[config.mk]
export PLATFORM = sky130hd
export DESIGN_NAME = stage_sequencer
export DESIGN_NICKNAME = d
export VERILOG_FILES = /design/src/rtl/cpu_seq_pkg.sv /design/src/rtl/seq_next_stage.sv /design/src/rtl/stage_sequencer.sv
export SDC_FILE = /design/constraint.sdc
export NUM_CORES = 1
export LEC_CHECK = 0
export BUFFER_PORTS_ARGS = -buffer_cell sky130_fd_sc_hd__clkbuf_2
export CAP_MARGIN = 10
export CORE_MARGIN = 8
export CORE_UTILIZATION = 48
export CTS_CLUSTER_DIAMETER = 100
export DETAILED_ROUTE_END_ITERATION = 8
export PLACE_DENSITY = 0.8
export SLEW_MARGIN = 20
export SYNTH_ARGS = -nofsm -noshare
export SYNTH_HDL_FRONTEND = slang
export SYNTH_SLANG_ARGS = --single-unit
export TNS_END_PERCENT = 20
[constraint.sdc]
create_clock -name clk -period 1.9 [get_ports clk]
set_input_delay 0.57 -clock clk [delete_from_list [all_inputs] [get_ports clk]]
set_output_delay 0.57 -clock clk [all_outputs]
set_load 0.02 [all_outputs]
[src/rtl/cpu_seq_pkg.sv]
// Shared types and constants for the multicycle stage sequencer.
// Holds the sequencer state enum, default stage indices and skip masks.
package cpu_seq_pkg;

    typedef enum logic {
        S_IDLE   = 1'b0,
        S_ACTIVE = 1'b1
    } seq_state_e;

    // Default five-stage layout
    localparam int STG_IF  = 0;
    localparam int STG_RF  = 1;
    localparam int STG_EX  = 2;
    localparam int STG_MEM = 3;
    localparam int STG_WB  = 4;

    // A failed condition code suppresses the memory and writeback stages
    localparam logic [4:0] SKIP_COND_FAIL =
        (5'b1 << STG_MEM) | (5'b1 << STG_WB);

endpackage

[src/rtl/seq_next_stage.sv]
// Combinational search for the lowest unmasked stage above cur_idx.
// Ports: cur_idx, skip_mask in; next_idx (valid when !last), last out.
module seq_next_stage
    import cpu_seq_pkg::*;
#(
    parameter int N_STAGES = 5,
    parameter int IDX_W    = $clog2(N_STAGES)
) (
    input  logic [IDX_W-1:0]    cur_idx,
    input  logic [N_STAGES-1:0] skip_mask,
    output logic [IDX_W-1:0]    next_idx,
    output logic                last
);

    // Scan downward so the lowest qualifying index wins
    always_comb begin
        next_idx = '0;
        last     = 1'b1;
        for (int j = N_STAGES - 1; j >= 1; j--) begin
            if (j > int'(cur_idx) && !skip_mask[j]) begin
                next_idx = IDX_W'(j);
                last     = 1'b0;
            end
        end
    end

endmodule

[src/rtl/stage_sequencer.sv]
// Multicycle stage controller: steps one instruction through N_STAGES.
// Ports: run/step_mode/step_req start control; stage_done, skip_mask,
//        flush steer the active stage; stage_go, stage_idx, busy,
//        retire and instr/cycle/stall counters are all registered.
module stage_sequencer
    import cpu_seq_pkg::*;
#(
    parameter  int N_STAGES = 5,
    parameter  int CNT_W    = 32,
    localparam int IDX_W    = $clog2(N_STAGES)
) (
    input  logic                clk,
    input  logic                nreset,
    input  logic                run,
    input  logic                step_mode,
    input  logic                step_req,
    input  logic [N_STAGES-1:0] stage_done,
    input  logic [N_STAGES-1:0] skip_mask,
    input  logic                flush,
    output logic [N_STAGES-1:0] stage_go,
    output logic [IDX_W-1:0]    stage_idx,
    output logic                busy,
    output logic                retire,
    output logic [CNT_W-1:0]    instr_count,
    output logic [CNT_W-1:0]    cycle_count,
    output logic [CNT_W-1:0]    stall_count
);

    seq_state_e       state_q, state_d;
    logic [IDX_W-1:0] idx_q, idx_d;
    logic             retire_q, retire_d;
    logic [CNT_W-1:0] instr_q, cycle_q, stall_q;
    logic             stall;
    logic             start;
    logic             done_cur;
    logic [IDX_W-1:0] next_idx;
    logic             last;

    assign start    = run & (~step_mode | step_req);
    assign done_cur = stage_done[idx_q];

    seq_next_stage #(
        .N_STAGES (N_STAGES),
        .IDX_W    (IDX_W)
    ) u_next (
        .cur_idx   (idx_q),
        .skip_mask (skip_mask),
        .next_idx  (next_idx),
        .last      (last)
    );

    always_comb begin
        state_d  = state_q;
        idx_d    = idx_q;
        retire_d = 1'b0;
        stall    = 1'b0;
        unique case (state_q)
            S_IDLE: begin
                if (start) begin
                    state_d = S_ACTIVE;
                    idx_d   = IDX_W'(STG_IF);
                end
            end
            S_ACTIVE: begin
                if (flush) begin
                    // Flush wins over a same-cycle completion
                    idx_d = IDX_W'(STG_IF);
                end else if (done_cur) begin
                    if (!last) begin
                        idx_d = next_idx;
                    end else begin
                        retire_d = 1'b1;
                        idx_d    = IDX_W'(STG_IF);
                        state_d  = start ? S_ACTIVE : S_IDLE;
                    end
                end else begin
                    stall = 1'b1;
                end
            end
            default: begin
                state_d = S_IDLE;
            end
        endcase
    end

    always_ff @(posedge clk) begin
        if (nreset) begin
            state_q  <= S_IDLE;
            idx_q    <= '0;
            retire_q <= 1'b0;
            instr_q  <= '0;
            cycle_q  <= '0;
            stall_q  <= '0;
        end else begin
            state_q  <= state_d;
            idx_q    <= idx_d;
            retire_q <= retire_d;
            if (retire_d) begin
                instr_q <= instr_q + CNT_W'(1);
            end
            if (state_q == S_ACTIVE) begin
                cycle_q <= cycle_q + CNT_W'(1);
            end
            if (stall) begin
                stall_q <= stall_q + CNT_W'(1);
            end
        end
    end

    assign busy        = (state_q == S_ACTIVE);
    assign stage_idx   = idx_q;
    assign stage_go    = busy ? (N_STAGES'(1) << idx_q) : '0;
    assign retire      = retire_q;
    assign instr_count = instr_q;
    assign cycle_count = cycle_q;
    assign stall_count = stall_q;

endmodule

==> After elaboration in Yosys (flattened, before gate mapping) <==
Index checks and enable logic that the tools add are counted.
{ "classes": {"n_eq_ne": 2, "n_mux": 28, "order_cmp": 5, "addsub": 3, "reduce_logical": 9, "bitwise_logic": 4, "shifts": 1} }
{ "ops": {"columns": ["op", "count"], "rows": [
  ["$add A32 B1 Y32 const B", 3],
  ["$mux W3", 8],
  ["$mux W1", 16],
  ["$gt A2 B3 Y1 const A", 2],
  ["$pmux W3 S2", 1],
  ["$mux W5", 1],
  ["$shl A1 B3 Y5 const A", 1],
  ["$logic_and A1 B1 Y1", 4],
  ["$logic_not A1 Y1", 4],
  ["$lt A3 B4 Y1 const B", 1],
  ["$bmux W1 S3", 1],
  ["$gt A1 B3 Y1 const A", 1],
  ["$gt A3 B3 Y1 const A", 1],
  ["$ne A3 B2 Y1 const B", 1],
  ["$ne A2 B2 Y1 const B", 1],
  ["$not A1 Y1", 2],
  ["$pmux W1 S2", 1],
  ["$reduce_and A2 Y1", 1],
  ["$and A1 B1 Y1", 1],
  ["$or A1 B1 Y1", 1]
]} }
{ "totals": {"elab_cells": 58, "input_bits": 16, "regBits": 101, "out_inout_bits": 106} }

==> Depth between registers and ports, before layout <==
{ "depth": {"ltp_word": 10, "depth_mapped": 8, "depth_no_buf": 6} }

==> Modules after synthesis <==
Synthesis repeated with hierarchy kept, for this count alone.
{ "hier_totals": {"cells_unflattened": 590, "area_unflattened_um2": 5038.6} }
{ "modules_own_cells": {"columns": ["module", "n_inst", "seq_area_each_um2", "cells_each", "area_per_inst_um2"], "rows": [
  ["stage_sequencer", 1, 2021.9, 575, 4931.0],
  ["seq_next_stage", 1, 0.0, 15, 107.6]
]} }

==> Worst setup path before layout <==
Ideal clock, no wire load.
{ "synth_timing": {"kind": "register -> output", "from": "register state_q, in the netlist busy", "to": "output stage_go[2]", "arrival_time_ps": 1657, "setup_slack_ps": -327, "stages_incl_launch_ff": 4, "required_ps": 1330, "n_path_buf": 1, "cell_sequence": "dfxtp_1 > clkbuf_1 > inv_1 > nor4b_1"} }
{ "synth_via": {"elab_chain_len": 1} }
{ "synth_rtl": {"columns": ["item", "line_no", "text"], "rows": [
  ["start, declared", "stage_sequencer.sv:29", "seq_state_e state_q, state_d;"],
  ["start signal, assigned", "stage_sequencer.sv:95", "state_q <= state_d;"],
  ["$mux W5", "stage_sequencer.sv:112", "assign stage_go = busy ? (N_STAGES'(1) << idx_q) : '0;"],
  ["end, declared", "stage_sequencer.sv:20", "output logic [N_STAGES-1:0] stage_go,"]
]} }
No other way between the ends.

==> Worst setup path after layout <==
{ "layout_timing": {"from": "register idx_q[0], in the netlist stage_idx[0]", "to": "register stall_q[21], in the netlist stall_count[21]"} }
{ "layout_via": {"elab_chain_len": 5} }
{ "layout_rtl": {"columns": ["item", "line_no", "text"], "rows": [
  ["start, declared", "stage_sequencer.sv:30", "logic [IDX_W-1:0] idx_q, idx_d;"],
  ["start signal, assigned", "stage_sequencer.sv:96", "idx_q <= idx_d;"],
  ["$bmux W1 S3", "stage_sequencer.sv:40", "assign done_cur = stage_done[idx_q];"],
  ["$mux W1 (not written as such)", "stage_sequencer.sv:40", null],
  ["$mux W1", "stage_sequencer.sv:68", "end else if (done_cur) begin"],
  ["$mux W1", "stage_sequencer.sv:65", "if (flush) begin"],
  ["$mux W1", "stage_sequencer.sv:57", "unique case (state_q)"],
  ["end signal, assigned", "stage_sequencer.sv:105", "stall_q <= stall_q + CNT_W'(1);"],
  ["end, declared", "stage_sequencer.sv:32", "logic [CNT_W-1:0] instr_q, cycle_q, stall_q;"]
]} }
No other way between the ends. The select of a mux whose other input is x is not followed.
A chain may end at the register's enable or synchronous reset.

==> out/results.ini <==
[synth]
synth.most_common_cell=dfxtp_1
ys_top_cells_by_count=dfxtp_1 (101), nor2_1 (62), a21oi_1 (50), nand3_1 (42), nand2_1 (35)
syn_area_mm2=0.00495
synth_area_leaders=dfxtp_1 (41%), a21oi_1 (5.1%), nor2_1 (4.7%)
synthCells=596
avgSynthCellArea_um2=8.31
synth_top_area_share_pct=40.8
syn_nets=615
synth-seq-area-share_pct=40.8
synth_edf_count=0
synth_warnings=0
ys_ff_latch=101
synthArstFlopShare_pct=0
synth_flop_cell=dfxtp_1
synth.distinct_cells=54
synth_top_area_cell=dfxtp_1

[placed_design]
placedInstanceArea_mm2=0.00616
io_buffers=120
dp_hpwl_mm=10.4
pre_cts_slack_ns=-0.351
placed_cells=888
gp_congestion=0.897

[global_route]
track_usage_pct=20.4
grt_pass1_wl_mm=24.5
grt_pass1_vias=5278
grt_max_degree=54
grt.overflow.total=0
antenna_found_initial=0

[worst_setup_path]
crit_fanout=7
critical-path-top-delay-family=simple AND/OR/NAND/NOR gates
r2r_setup_slack_ns=-0.15
cp-end-kind=flip-flop
critical_path_class=reg2reg
arrival_ns=2.34
critical-path-slowest-cell=dfxtp_4
crit_required_ns=2.19
critical-path-max-stage-delay_ns=0.42
cp-start-kind=flip-flop
critPathBufInv=2
crit_chain=and4bb_2, nor3_4, buf_6, nand4_4, buf_4, or3_1, a21oi_1

[floorplanning]
initial_utilization_pct=48.6
dieArea_mm2=0.0138
die_w_um=118
rows=37
core_mm2=0.0102
dieHeight_um=118
ios=122

[timing]
clock-skew-final_ns=0.0180
max-slew-margin-rel_pct=65.8
timing.final.crit_share_pct=108
post-route-worst-setup-slack_ns=-0.150
hold_viol=0
slew_viol_final=0
hold-worst-slack_ns=0.483
grt_setup_unrepaired=true
tightest_slew_ns=0.513
fin_crit_ns=2.05
tns_ns=-3.04
setup_viol=44
fmax_ghz=0.488

[cts]
cts_tree=done
cts_buffers=9
clk_path_buf_depth=2
cts.sinks=101
hold_buffers=0
h-tree-depth=3
clk_latency_ns=0.35
clk_pin_slew_ns=0.10
root_buffer=clkbuf_8

[route]
dr.pass1.iters=5
vias=5313
drt_iter0_drc=472
ant_nets=0
drc=0
drt_wl_total_mm=15.3
vias_per_cell=5.78
wire_per_inst_um=16.6

[layout]
final_cells=920
antenna_cells=0
finish.instance_area_mm2=0.00689
layout.nets=798
multi_input_area_mm2=0.00306
layout-drive-gt1-share_pct=37.9
area_growth_pct=39.1
ff_latch_area_mm2=0.00204
n_fill_cell=828

[pwr]
power.density_mw_per_mm2=517
irDropWorstVdd_mv=0.439
p_leak_nw=2.63

[min_path]
hold_path.class=reg2reg

[status]
status=finished with violations
failed_checks=setup timing

[flow_run]
maxCapViolations=0

[area by class of cell]
| cell class | instances | share of cell area [%] |
|---|---|---|
| Clock inverter | 5 | 0.526 |
| Inverter | 14 | 0.817 |
| Clock buffer | 11 | 1.91 |
| Tap cell | 136 | 2.47 |
| Sequential cell | 101 | 29.6 |
| Multi-Input combinational cell | 453 | 44.3 |
| Timing Repair Buffer | 200 | 20.3 |
[power breakdown]
| group | switching, mW | internal, mW | leakage [nW] | total [mW] |
|---|---|---|---|---|
| combinational | 0.126 | 0.0867 | 1.73 | 0.213 |
| clock | 0.741 | 0.483 | 0.0838 | 1.22 |
| sequential | 0.00885 | 2.12 | 0.819 | 2.13 |
| total | 0.876 | 2.69 | 2.63 | 3.56 |
[final timing paths]
path                        startpoint                           end  depth (start not counted)
min reg2reg            busy$_SDFF_PP0_               busy$_SDFF_PP0_                          2
max reg2reg  stage_idx[0]$_SDFFE_PP0P_  stall_count[21]$_SDFFE_PP0P_                          7
min                    busy$_SDFF_PP0_               busy$_SDFF_PP0_                          2
max          stage_idx[0]$_SDFFE_PP0P_  stall_count[21]$_SDFFE_PP0P_                          7
[registers in the layout, summed over array words and instances (netlist names)]
name         flops
cycle_count     32
instr_count     32
stall_count     32
stage_idx        3
busy             1
retire           1
[repair_timing]
| item | 4_1_cts | 5_1_grt |
|---|---|---|
| buffers inserted | 7 | 3 |
| gates cloned | 4 | 2 |
| pin swaps | 26 | 17 |
| endpoints found under the setup margin | 50 | 73 |
| gates resized for setup | 46 | 53 |
[per-layer routing]
metal / GRT usage, % / wire (um) / vias to the layer above / part of all wire (%)
met5: 0 / 0 / - / 0
met4: 7.85 / 284 / 0 / 1.9
met3: 5.04 / 921 / 25 / 6.0
met2: 37.0 / 7870 / 186 / 51
met1: 22.5 / 6230 / 2579 / 41
li1: - / - / 2523 / -
[through the flow]
stage / utilization (%) / power, mW
after floorplan: - / 2.28
after global placement: 60.5 / 2.35
after detailed placement: 60.5 / 2.35
after CTS: 65.2 / 3.57
after global routing: 67.7 / 3.69
final: 67.7 / 3.56
[cells by family after synthesis]
| group | synth area share (%) |
|---|---|
| simple gates | 32.8 |
| compound gates | 12.0 |
| flops | 40.8 |
| xor+xnor | 8.31 |
| buf+inv | 3.94 |
| mux | 1.36 |
| fa+ha+maj | 0.758 |
[layout by cell type, fill, tap and decap left out, types with 16 or more instances in the layout]
cell / synthesis / routed
a21oi_1: 50 / 34
a21oi_2: 0 / 16
buf_4: 2 / 58
clkbuf_2: 1 / 114
dfxtp_1: 101 / 91
nand2_1: 35 / 32
nand3_1: 42 / 40
nand4_1: 31 / 31
nor2_1: 62 / 60
o21ai_0: 33 / 29
or3_1: 31 / 26
xnor2_1: 23 / 21
xor2_1: 24 / 24
[worst register-to-register path: stages, from the launching register on]
cell      delay (ns)
dfxtp_4         0.42
and4bb_2        0.26
nor3_4          0.38
buf_6           0.19
nand4_4         0.11
buf_4           0.19
or3_1           0.32
a21oi_1         0.13
No activity file was read; power rests on OpenSTA's default activity.
